<file path="config.mk">
export PLATFORM = sky130hd
export DESIGN_NAME = div_const_pipe
export DESIGN_NICKNAME = d
export VERILOG_FILES = /design/src/rtl/div_const_pkg.sv /design/src/rtl/div_const_stage.sv /design/src/rtl/div_const_pipe.sv
export SDC_FILE = /design/constraint.sdc
export NUM_CORES = 1
export LEC_CHECK = 0
export ABC_AREA = 1
export CAP_MARGIN = 20
export CORE_AREA = 5 5 270 272
export DETAILED_ROUTE_END_ITERATION = 8
export DIE_AREA = 0 0 275 277
export DONT_BUFFER_PORTS = 1
export PLACE_DENSITY = 0.65
export SYNTH_ARGS = -nofsm -noshare
export SYNTH_HDL_FRONTEND = slang
export SYNTH_HIERARCHICAL = 1
export SYNTH_SLANG_ARGS = --single-unit
</file>
<file path="constraint.sdc">
create_clock -name clk -period 6.97 [get_ports clk]
set_clock_uncertainty 0.05 [all_clocks]
set_input_delay 0.697 -clock clk [delete_from_list [all_inputs] [get_ports clk]]
set_output_delay 0.697 -clock clk [all_outputs]
set_load 0.01 [all_outputs]
</file>
<file path="src/rtl/div_const_pkg.sv">
// div_const_pkg: shared helpers for the constant-divisor pipeline.
//   clog2        - ceiling log2, sizes the remainder
//   stage_cnt    - ceil(w/k), the number of digit stages
//   digit_divmod - {quotient[15:8], remainder[7:0]} of t/d; used to build the
//                  per-stage lookup table as an elaboration-time constant
//   params_ok    - legal range of WIDTH / DIVISOR / K
package div_const_pkg;

  function automatic int clog2(input int v);
    int r = 0;
    while ((1 << r) < v) r++;
    return r;
  endfunction

  function automatic int stage_cnt(input int w, input int k);
    return (w + k - 1) / k;
  endfunction

  function automatic logic [15:0] digit_divmod(input int t, input int d);
    logic [7:0] q, r;
    q = 8'(t / d);
    r = 8'(t % d);
    return {q, r};
  endfunction

  function automatic bit params_ok(input int w, input int d, input int k);
    return (w >= 8) && (w <= 64) && (d >= 2) && (d <= 255) && (k >= 1) && (k <= 6);
  endfunction

endpackage

</file>
<file path="src/rtl/div_const_stage.sv">
// div_const_stage: one digit stage of the constant divider.
//   Takes the previous stage's remainder and the top K bits of the remaining
//   dividend, looks up {digit quotient, digit remainder} in a constant table,
//   and registers the shifted dividend, the grown quotient and the tag.
// Ports:
//   clk, rst_n, clr        clock, async active-low reset, sync valid flush
//   nxt_load / load        ready chain: this stage loads when empty or when the
//                          next stage loads
//   prv_*                  registers of the previous stage (or the input side)
//   v, rem, dig, quo, tag  this stage's registers
// KEEP_R = 0 drops the remainder register (rem reads as 0).
module div_const_stage
  import div_const_pkg::*;
#(
  parameter int DIVISOR = 11,
  parameter int K       = 4,
  parameter int RW      = 4,
  parameter int SK      = 32,
  parameter int TAG_W   = 4,
  parameter bit KEEP_R  = 1'b1
) (
  input  logic             clk,
  input  logic             rst_n,
  input  logic             clr,
  input  logic             nxt_load,
  output logic             load,
  input  logic             prv_v,
  input  logic [RW-1:0]    prv_rem,
  input  logic [SK-1:0]    prv_dig,
  input  logic [SK-1:0]    prv_quo,
  input  logic [TAG_W-1:0] prv_tag,
  output logic             v,
  output logic [RW-1:0]    rem,
  output logic [SK-1:0]    dig,
  output logic [SK-1:0]    quo,
  output logic [TAG_W-1:0] tag
);

  // Only r < DIVISOR is reachable, so DIVISOR*2^K entries cover every t and
  // the index width clog2(DIVISOR*2^K) equals RW+K.
  localparam int TN = DIVISOR << K;

  logic [K+RW-1:0] tbl [TN];
  for (genvar i = 0; i < TN; i++) begin : g_tbl
    localparam logic [15:0] E = digit_divmod(i, DIVISOR);
    assign tbl[i] = {E[8 +: K], E[0 +: RW]};
  end

  logic [RW+K-1:0] t;
  logic [K+RW-1:0] ent;
  assign t   = {prv_rem, prv_dig[SK-1 -: K]};
  assign ent = tbl[t];

  logic             v_d, v_q;
  logic [SK-1:0]    dig_d, dig_q, quo_d, quo_q;
  logic [TAG_W-1:0] tag_d, tag_q;

  assign load = !v_q || nxt_load;

  always_comb begin
    v_d   = v_q;
    dig_d = dig_q;
    quo_d = quo_q;
    tag_d = tag_q;
    if (load) begin
      v_d   = prv_v;
      dig_d = prv_dig << K;
      quo_d = (prv_quo << K) | SK'(ent[RW +: K]);
      tag_d = prv_tag;
    end
    if (clr) v_d = 1'b0;
  end

  always_ff @(posedge clk or negedge rst_n) begin
    if (!rst_n) begin
      v_q   <= 1'b0;
      dig_q <= '0;
      quo_q <= '0;
      tag_q <= '0;
    end else begin
      v_q   <= v_d;
      dig_q <= dig_d;
      quo_q <= quo_d;
      tag_q <= tag_d;
    end
  end

  if (KEEP_R) begin : g_rem
    logic [RW-1:0] rem_d, rem_q;
    always_comb rem_d = load ? ent[RW-1:0] : rem_q;
    always_ff @(posedge clk or negedge rst_n) begin
      if (!rst_n) rem_q <= '0;
      else        rem_q <= rem_d;
    end
    assign rem = rem_q;
  end else begin : g_no_rem
    assign rem = '0;
  end

  assign v   = v_q;
  assign dig = dig_q;
  assign quo = quo_q;
  assign tag = tag_q;

endmodule

</file>
<file path="src/rtl/div_const_pipe.sv">
// div_const_pipe: pipelined unsigned divide by a compile-time constant.
//   K dividend bits per stage, S = ceil(WIDTH/K) stages, valid/ready on both
//   sides with bubble collapse, tag carried alongside each operand.
// Ports:
//   clk, rst_n (async, active low), clr (sync flush of in-flight operands)
//   in_valid/in_ready/in_x/in_tag     operand side
//   out_valid/out_ready/out_q/out_r/out_tag  result side
// Macro DIV_CONST_PIPE_REM_EN: when defined, out_r carries in_x mod DIVISOR;
// otherwise out_r is 0 and the last remainder register is not built.
module div_const_pipe
  import div_const_pkg::*;
#(
  parameter int WIDTH   = 32,
  parameter int DIVISOR = 11,
  parameter int K       = 4,
  parameter int TAG_W   = 4,
  localparam int RW     = clog2(DIVISOR)
) (
  input  logic             clk,
  input  logic             rst_n,
  input  logic             clr,
  input  logic             in_valid,
  output logic             in_ready,
  input  logic [WIDTH-1:0] in_x,
  input  logic [TAG_W-1:0] in_tag,
  output logic             out_valid,
  input  logic             out_ready,
  output logic [WIDTH-1:0] out_q,
  output logic [RW-1:0]    out_r,
  output logic [TAG_W-1:0] out_tag
);

  localparam int S  = stage_cnt(WIDTH, K);
  localparam int SK = S * K;
`ifdef DIV_CONST_PIPE_REM_EN
  localparam bit REM_EN = 1'b1;
`else
  localparam bit REM_EN = 1'b0;
`endif

  if (!params_ok(WIDTH, DIVISOR, K)) begin : g_bad_params
    $error("div_const_pipe: need WIDTH 8..64, DIVISOR 2..255, K 1..6");
  end

  // Index 0 is the input side; index j is stage j.
  logic [S:0]             v;
  logic [S:0][RW-1:0]     r;
  logic [S:0][SK-1:0]     dig, quo;
  logic [S:0][TAG_W-1:0]  tag;
  logic [S+1:1]           ld;

  assign v[0]     = in_valid;
  assign r[0]     = '0;
  assign dig[0]   = SK'(in_x);  // zero-extend to S*K bits
  assign quo[0]   = '0;
  assign tag[0]   = in_tag;
  assign ld[S+1]  = out_ready;

  for (genvar j = 1; j <= S; j++) begin : g_stg
    div_const_stage #(
      .DIVISOR (DIVISOR),
      .K       (K),
      .RW      (RW),
      .SK      (SK),
      .TAG_W   (TAG_W),
      .KEEP_R  ((j < S) || REM_EN)
    ) u_stg (
      .clk      (clk),
      .rst_n    (rst_n),
      .clr      (clr),
      .nxt_load (ld[j+1]),
      .load     (ld[j]),
      .prv_v    (v[j-1]),
      .prv_rem  (r[j-1]),
      .prv_dig  (dig[j-1]),
      .prv_quo  (quo[j-1]),
      .prv_tag  (tag[j-1]),
      .v        (v[j]),
      .rem      (r[j]),
      .dig      (dig[j]),
      .quo      (quo[j]),
      .tag      (tag[j])
    );
  end

  // Stage 1 clears its valid under clr anyway; gating here tells the source
  // the operand was not taken.
  assign in_ready  = ld[1] && !clr;
  assign out_valid = v[S];
  assign out_q     = quo[S][WIDTH-1:0];
  assign out_r     = r[S];
  assign out_tag   = tag[S];

endmodule

</file>
==> results of run 1 <==
[layout make-up]
class	count	area, sq um
sequential	324	8110
fill	7690	47400
tap	950	1190
multi-input combinational	2674	11700
clock buffer	50	1030
inverter	202	758
timing repair buffer	16	160
clock inverter	18	193
[power groups by stage]
| stage | logic (mW) | registers (mW) | clock network (mW) |
|---|---|---|---|
| 3_5_place_dp | 2.18 | 2.89 | 0 |
| 4_1_cts | 2.19 | 2.85 | 1.99 |
| 6_report | 2.23 | 2.86 | 1.93 |
| 2_1_floorplan | 1.90 | 2.59 | 0 |
| 5_1_grt | 2.56 | 2.92 | 2.05 |
| 3_3_place_gp | 2.19 | 2.89 | 0 |
[cells in the final DEF (no fill, tap or decap), types with 25 or more instances in the layout]
cell,n
nand2_1,1616
o21ai_1,25
o21ai_0,135
nor2_1,282
a21oi_1,205
clkbuf_16,38
inv_1,159
dfrtp_1,324
nand3_1,230
ha_1,63
[sequential cells by signal, summed over array words and instances (netlist names)]
signal / cells
g_stg.u_stg/tag: 32
g_stg.u_stg/dig: 112
g_stg.u_stg/quo: 144
g_stg.u_stg/rem: 28
g_stg.u_stg/v: 8
[path summary, 6_finish.rpt]
path,to,cells after the start
worst max-delay path,in_ready,24
worst min-delay path,g_stg[8].u_stg/quo[10],0
worst max register to register,g_stg[1].u_stg/dig[16],24
worst min register to register,g_stg[3].u_stg/dig[24],2
max in group asynchronous,g_stg[1].u_stg/tag[0],0
min in group clk,g_stg[6].u_stg/v,1
[layer usage]
layer	GRT usage (%)	part of all wire (%)	up-vias
li1	-	-	10395
met3	2.28	6.8	97
met4	3.76	1.7	0
met1	22.0	46	9689
met5	0	0	-
met2	24.6	45	800
[worst register-to-register path, cell delays in order, from the launching register on]
cell and delay, ps:
dfrtp_1 390, inv_1 60, nor2_2 110, inv_2 270, nor2_2 220, inv_1 80, nor2_2 120, inv_1 40
buf_4 250, nor2_2 180, inv_1 50, buf_4 250, nor2_2 190, inv_1 70, nor2_2 120, inv_1 120
buf_16 190, nor2_2 110, buf_4 380, inv_1 170, nor2_4 750, inv_1 390, buf_16 270, nand2_1 110
nand2_1 50
[metrics by stage]
step	setup WS (ps)	power [mW]	area, sq um	hold slack [ps]	cells
finish	729	7.02	23100	-146	4234
global route	154	7.54	23100	-187	4234
CTS	30.4	7.03	23000	-191	4232
detailed placement	378	5.06	21800	401	4164
global placement	444	5.08	21800	402	4164
floorplan	2090	4.49	21500	351	3380
==> metrics.md, run 1 <==
| Metric | Value |
|---|---|
| Sequential Power Share | 40.7% |
| Comb power frac | 31.8% |
| Layout net count | 3360 |
| Critical Path Most Common Cell | inv_1 |
| Area grow syn2layout | 7.65% |
| Leakage power | 11.8 nW |
| Synth warnings | 6 |
| WL/cell | 14.4 um |
| # rows | 98 |
| DP HPWL | 40900 um |
| Critical path's top delay family | buffers and inverters |
| Max_cap viols | 0 |
| Period utilization | 89.5% |
| Pwr/cell area | 304 nW/um^2 |
| Global route total overflow | 0 |
| Startpoint types | flip-flop |
| CTS resizes | 0 |
| Vias in the first global route | 19818 |
| Slew @ Worst Pin | 1130 ps |
| DRC viols | 0 |
| Worst endpoint data arrival time | 5490 ps |
| Crit path from | g_stg[8].u_stg/v |
| Pre-Repair DR Iteration Count | 6 |
| Cell Area, Synth | 21400 sq um |
| Slowest stage delay, CP | 750 ps |
| Synth Instances | 3365 |
| DR vias | 20981 |
| CTS Sinks | 324 |
| Clock latency on the worst-skew pair | 560 ps |
| Final Hold Slack | -146 ps |
| Buf/Inv on CP | 15 |
| Root Driver | clkbuf_16 |
| DRT iter0 DRCs | 1769 |
| Max Slew Vio Count | 0 |
| Post-route ant nets | 0 |
| Fmax | 160 MHz |
| Setup TNS | 0 ps |
| Worst VDD drop | 0.190 mV |
| CP Cell Sequence | inv_1 -> nor2_2 -> inv_2 -> nor2_2 -> inv_1 -> nor2_2 -> inv_1 -> buf_4 -> nor2_2 -> inv_1 -> buf_4 -> nor2_2 -> inv_1 -> nor2_2 -> inv_1 -> buf_16 -> nor2_2 -> buf_4 -> inv_1 -> nor2_4 -> inv_1 -> buf_16 -> inv_1 -> nor2_2 |
| Ant. Diodes | 0 |
| CTS tree | yes |
| Critical Path Slowest Stage Cell | nor2_4 |
| Switching Power | 2.85 mW |
| Die height | 277 um |
| Vias per cell | 4.96 |
| Clk pwr share | 27.5% |
| Final setup violating endpoints | 0 |
| CP Capture Type | output port |
| H-tree level count | 2 |
| Die area | 76200 sq um |
| Initial antenna violation count | 0 |
| # port buffers | 0 |
| TritonCTS Buffers | 38 |
| WP data required | 6220 ps |
| Ratio of cells with drive above 1 in the final layout | 4.26% |
| RSZ-0062 raised after global routing | false |
| Sw Ratio | 40.5% |
| Min-delay worst type | in2async |
| Final min period | 6240 ps |
| FF-to-FF Start | g_stg[8].u_stg/v |
| Max FO, Critical Path | 44 |
| Core box area | 70500 sq um |
| R2r setup slk | 1860 ps |
| Clock transition at the registers of the reported paths | 60 ps |
| First-pass GRT wire length | 101000 um |
| Largest net degree at the start of global routing | 325 |
| RD Place Congestion | 0.947 |
| Initial Util | 30.4% |
| Routed wire length | 60900 um |
| Final core occ | 32.7% |
| Syn avg cell area | 6.37 sq um |
| Gr usage total | 15.4% |
| Die Wd | 275 um |
| Max clock buf depth | 3 |
| Postcts setup bufs | 0 |
| WS Path Type | reg2out |
| Endpoints failing hold | 118 |
| Failing checks | negative hold slack |
| Pint | 4.18 mW |
| Relative slew slack | 24.6% |
| I/O pin count | 83 |
| Status | finished with violations |
Note: power is estimated with default switching activity, not from simulation.
==> run 2: changes to the inputs <==
- CTS_BUF_LIST: default -> sky130_fd_sc_hd__clkbuf_4 sky130_fd_sc_hd__clkbuf_8 sky130_fd_sc_hd__clkbuf_16
==> metrics.md, run 2 (synthesis gave the netlist of run 1 again) <==
| Metric | Value |
|---|---|
| Min-delay worst type | in2async |
| Initial Util | 30.4% (unchanged) |
| Dpl ws | 378 ps (unchanged) |
| Clock transition at the registers of the reported paths | 60 ps (about the same) |
| Endpoints failing hold | 158 (+34%) |
| Filler instances | 7685 (-0.065%) |
| Global route total overflow | 0 (unchanged) |
| Final Hold Slack | -147 ps (-1.22 ps) |
| Design Area, Final | 23100 sq um (+0.15%) |
| DRT iter0 DRCs | 1806 (+2.1%) |
| Post-route ant nets | 0 (unchanged) |
| Slew @ Worst Pin | 1250 ps (+115 ps) |
| R2r setup slk | 1880 ps (+20 ps) |
| Max FO, Critical Path | 44 (unchanged) |
| Pre-Repair DR Iteration Count | 7 (+1) |
| DP HPWL | 40900 um (unchanged) |
| Die Wd | 275 um (unchanged) |
| DR WL met2 | 27500 um (-0.24%) |
| Layout net count | 3360 (unchanged) |
| DRC viols | 0 (unchanged) |
| Relative slew slack | 17.0% (-7.7 points) |
| # rows | 98 (unchanged) |
| Failing checks | negative hold slack |
| DR vias | 20894 (-0.41%) |
| Placed Instance Area | 21800 sq um (unchanged) |
| WL/cell | 14.3 um (-0.25%) |
| Initial antenna violation count | 0 (unchanged) |
| CTS Sinks | 324 (unchanged) |
| Setup TNS | 0 ps (unchanged) |
| Fmax | 161 MHz (+0.22%) |
| Root Driver | clkbuf_16 |
| Final core occ | 32.8% (+0.048 points) |
| Die area | 76200 sq um (unchanged) |
| CP Capture Type | output port |
| Period utilization | 89.3% (-0.20 points) |
| Largest net degree at the start of global routing | 325 (unchanged) |
| H-tree level count | 2 (unchanged) |
| Most common cell after layout, fill and taps aside | nand2_1 |
| I/O pin count | 83 (unchanged) |
| Final setup violating endpoints | 0 (unchanged) |
| Max_cap viols | 0 (unchanged) |
| WS Path Type | reg2out |
| Startpoint types | flip-flop |
| First-pass GRT wire length | 101000 um (about the same) |
| Vias in the first global route | 19810 (-0.040%) |
| DP Cell Count | 4164 (unchanged) |
| Die height | 277 um (unchanged) |
| Core box area | 70500 sq um (unchanged) |
| Worst endpoint data arrival time | 5480 ps (about the same) |
| Leakage power | 11.8 nW (+0.26%) |
| WL met1 | 27900 um (-0.82%) |
| Final setup margin | 742 ps (+13.7 ps) |
| # port buffers | 0 (unchanged) |
| Pwr/cell area | 305 nW/um^2 (+0.34%) |
| Gr usage total | 15.4% (about the same) |
| Max clock buf depth | 3 (unchanged) |
| Area grow syn2layout | 7.81% |
| Final min period | 6230 ps (-13.7 ps) |
| Ratio of cells with drive above 1 in the final layout | 4.54% (+0.27 points) |
| Max Slew Vio Count | 0 (unchanged) |
| Finished Layout Cells | 4234 (unchanged) |
| CTS tree | yes |
| Status | finished with violations |
| Final Power | 7.06 mW (+0.49%) |
| Ant. Diodes | 0 (unchanged) |
| Routed wire length | 60700 um (-0.25%) |
| Most frequent cells in the layout | nand2_1, dfrtp_1, nor2_1 |
| RSZ-0062 raised after global routing | false |
| Largest register FFs | 144 (unchanged) |
| WP data required | 6220 ps (about the same) |
| Met3 wire length | 4300 um (+3.6%) |
| Top routing layer in use | met4 |
| Worst VDD drop | 0.190 mV (about the same) |
| Vias per cell | 4.93 (-0.41%) |
| Clock latency on the worst-skew pair | 560 ps (about the same) |
| RD Place Congestion | 0.947 (unchanged) |
| TritonCTS Buffers | 38 (unchanged) |
[run 2: cell type report]
type | instances | area, sq um | share of cell area (%)
timing repair buffer | 16 | 160 | 0.693
clock inverter | 18 | 193 | 0.833
tap | 950 | 1190 | 5.14
clock buffer | 50 | 1060 | 4.58
multi-input combinational | 2674 | 11700 | 50.4
sequential | 324 | 8110 | 35.1
inverter | 202 | 758 | 3.28
[run 2: layer usage]
layer | track usage (%) | vias to the layer above
met2 | 24.6 | 816
met5 | 0 | -
met3 | 2.28 | 99
met1 | 21.9 | 9585
met4 | 3.76 | 0
li1 | - | 10394
[run 2: worst paths after layout]
| check | endpoint | depth (start not counted) | start |
|---|---|---|---|
| min reg2reg | g_stg[3].u_stg/dig[24] | 2 | g_stg[2].u_stg/dig[20] |
| max in group asynchronous | g_stg[1].u_stg/tag[0] | 0 | rst_n |
| max | in_ready | 24 | g_stg[8].u_stg/v |
| min | g_stg[8].u_stg/quo[10] | 0 | rst_n |
| max reg2reg | g_stg[1].u_stg/dig[19] | 24 | g_stg[8].u_stg/v |
| min in group clk | g_stg[7].u_stg/v | 1 | clr |
[run 2: critical path, cell delays in order, from the launching register on]
cell	delay (ps)
dfrtp_1	390
inv_1	60
nor2_2	110
inv_2	270
nor2_2	210
inv_1	80
nor2_2	120
inv_1	40
buf_4	250
nor2_2	170
inv_1	50
buf_4	250
nor2_2	180
inv_1	80
nor2_2	120
inv_1	120
buf_16	190
nor2_2	110
buf_4	380
inv_1	160
nor2_4	750
inv_1	380
buf_16	270
inv_1	80
nor2_2	50
[run 2: timing repair]
item / 4_1_cts / 5_1_grt
hold endpoints to repair: 324 / 324
setup buffers: 0 / 0
gates resized for setup: 0 / 0
[run 2: report_power, final]
group | internal, mW | leakage [nW] | total, mW | switching (mW)
combinational | 0.779 | 7.43 | 2.23 | 1.45
clock | 1.13 | 0.617 | 1.96 | 0.830
sequential | 2.30 | 3.78 | 2.86 | 0.564
total | 4.21 | 11.8 | 7.06 | 2.84
==> run 3: changes to the inputs <==
- REMOVE_ABC_BUFFERS: default -> 1
==> metrics.md, run 3 (synthesis gave the netlist of run 1 again) <==
| Metric | Value |
|---|---|
| Largest register FFs | 144 (unchanged) |
| DR vias | 20959 (+0.31%) |
| Pre-Repair DR Iteration Count | 7 (unchanged) |
| Top routing layer in use | met5 |
| Root Driver | clkbuf_16 |
| Placed Instance Area | 21800 sq um (+0.16%) |
| Leakage power | 11.8 nW (about the same) |
| Max clock buf depth | 3 (unchanged) |
| RD Place Congestion | 0.924 (-2.4%) |
| Crit path from | g_stg[8].u_stg/v |
| Met3 wire length | 4530 um (+5.4%) |
| Initial antenna violation count | 18 (+18) |
| Pwr/cell area | 305 nW/um^2 (about the same) |
| Worst R2R Path Depth | 25 (+4.2%) |
| DP HPWL | 41400 um (+1.3%) |
| Clock latency on the worst-skew pair | 520 ps (-40 ps) |
| Die height | 277 um (unchanged) |
| Capturing point of the worst reg2reg path | g_stg[1].u_stg/quo[2] |
| R2r setup slk | 2160 ps (+280 ps) |
| Buf/Inv on CP | 16 (+1) |
| Area grow syn2layout | 8.08% |
| WP data required | 6220 ps (about the same) |
| Final min period | 5980 ps (-243 ps) |
| Worst endpoint data arrival time | 5240 ps (-240 ps) |
| TritonCTS Buffers | 37 (-2.6%) |
| Reg area | 8110 sq um (unchanged) |
| Slowest stage delay, CP | 540 ps (-210 ps) |
| DRT iter0 DRCs | 2276 (+26%) |
| Die Wd | 275 um (unchanged) |
| Core box area | 70500 sq um (unchanged) |
| Final Hold Slack | -171 ps (-24.0 ps) |
| RSZ-0062 raised after global routing | false |
| Largest net degree at the start of global routing | 325 (unchanged) |
| # rows | 98 (unchanged) |
| Filler instances | 7621 (-0.83%) |
| Final Power | 7.07 mW (+0.19%) |
| CTS Sinks | 324 (unchanged) |
| Critical Path Slowest Stage Cell | inv_2 |
| FF-to-FF Start | g_stg[8].u_stg/v |
| Slew @ Worst Pin | 858 ps (-387 ps) |
| Design Area, Final | 23200 sq um (+0.25%) |
| Fmax | 167 MHz (+4.1%) |
| Crit path capture | in_ready |
| Max_cap viols | 0 (unchanged) |
| Final core occ | 32.9% (+0.082 points) |
| Max Slew Vio Count | 0 (unchanged) |
| Initial Util | 30.4% (unchanged) |
| CTS resizes | 0 (unchanged) |
| Postcts setup bufs | 0 (unchanged) |
| I/O pin count | 83 (unchanged) |
| Clock transition at the registers of the reported paths | 60 ps (about the same) |
| Finished Layout Cells | 4246 (+0.28%) |
| Period utilization | 85.9% (-3.5 points) |
| CTS tree | yes |
| WS Path Type | reg2out |
| Multi-input gate area | 11700 sq um (+0.30%) |
| Relative slew slack | 42.6% (+26 points) |
| Gr usage total | 15.9% (+0.47 points) |
| Post-route ant nets | 0 (unchanged) |
| Layout net count | 3358 (-0.060%) |
| WL/cell | 14.6 um (+2.0%) |
| Vias in the first global route | 19693 (-0.59%) |
| Global route total overflow | 0 (unchanged) |
| Most frequent cells in the layout | nand2_1, dfrtp_1, nor2_1 |
| Die area | 76200 sq um (unchanged) |
| Critical path's top delay family | buffers and inverters |
| Endpoints failing hold | 324 (+110%) |
| WL met1 | 27400 um (-2.0%) |
| Status | finished with violations |
| Ratio of cells with drive above 1 in the final layout | 4.54% (about the same) |
| Min-delay worst type | in2async |
| Final setup margin | 985 ps (+243 ps) |
| DR WL met2 | 28100 um (+2.4%) |
| Final setup violating endpoints | 0 (unchanged) |
| CP Capture Type | output port |
| # port buffers | 0 (unchanged) |
| DRC viols | 0 (unchanged) |
| Startpoint types | flip-flop |
| Setup TNS | 0 ps (unchanged) |
| H-tree level count | 2 (unchanged) |
| Dpl ws | 839 ps (+461 ps) |
| Critical path depth in cells | 25 (+4.2%) |
| Routed wire length | 62100 um (+2.3%) |
| DP Cell Count | 4164 (unchanged) |
| First-pass GRT wire length | 103000 um (+1.9%) |
| Failing checks | negative hold slack |
| Most common cell after layout, fill and taps aside | nand2_1 |
| Vias per cell | 4.94 (about the same) |
| Max FO, Critical Path | 44 (unchanged) |
| Worst VDD drop | 0.153 mV (-20%) |
==> run 3: cell count changes in the layout (fill, tap and decap cells not counted), sizes merged <==
cell / change
bufinv: +2
clkinv: +2
inv: -3
clkbuf: -1
buf: -1
diode: +13
==> run 3: metal layers <==
| layer | vias up | track usage [%] |
|---|---|---|
| met1 | 9620 | 21.6 |
| met5 | - | 0 |
| met3 | 138 | 3.11 |
| li1 | 10371 | - |
| met4 | 4 | 6.64 |
| met2 | 826 | 24.6 |
==> run 3: worst reg2reg max path, stage by stage (launching register included) <==
cell     delay, ps
dfrtp_1        390
inv_1           80
nor2_4          90
inv_2           50
nor2_4         100
inv_1           70
nor2_4         110
inv_1           70
nor2_4         110
inv_1           40
buf_4          270
nor2_4         170
inv_1           40
buf_4          270
nor2_4         160
inv_1           40
buf_4          270
nor2_4         150
buf_4          420
inv_1          100
buf_4          290
nor2_4         520
buf_16         240
inv_2          300
nor2_1         180
a31oi_1         50
==> run 3: how the worst min path moves through the flow <==
stage,from,end,slack (ps),depth (start not counted)
6_report,rst_n,g_stg[8].u_stg/quo[23],-170,0
2_1_floorplan,rst_n,g_stg[1].u_stg/dig[10],350,0
5_1_grt,rst_n,g_stg[8].u_stg/quo[23],-200,0
3_5_place_dp,rst_n,g_stg[1].u_stg/rem[0],380,0
4_1_cts,rst_n,g_stg[8].u_stg/quo[23],-180,0
3_3_place_gp,rst_n,g_stg[1].u_stg/rem[1],380,0
==> run 3: cell type report <==
type                    instances  share of cell area (%)
diodes                         13                   0.140
clock buffers                  49                    4.62
clock inverters                19                   0.864
inverters                     202                    3.27
multi-input cells            2674                    50.4
flip-flops and latches        324                    35.0
well taps                     950                    5.13
repair buffers                 15                   0.572
==> run 3: power breakdown <==
part,internal [mW],leakage [nW],switching [mW]
registers,2.30,3.78,0.560
clock network,1.20,0.630,0.800
logic,0.775,7.41,1.43
total,4.27,11.8,2.79
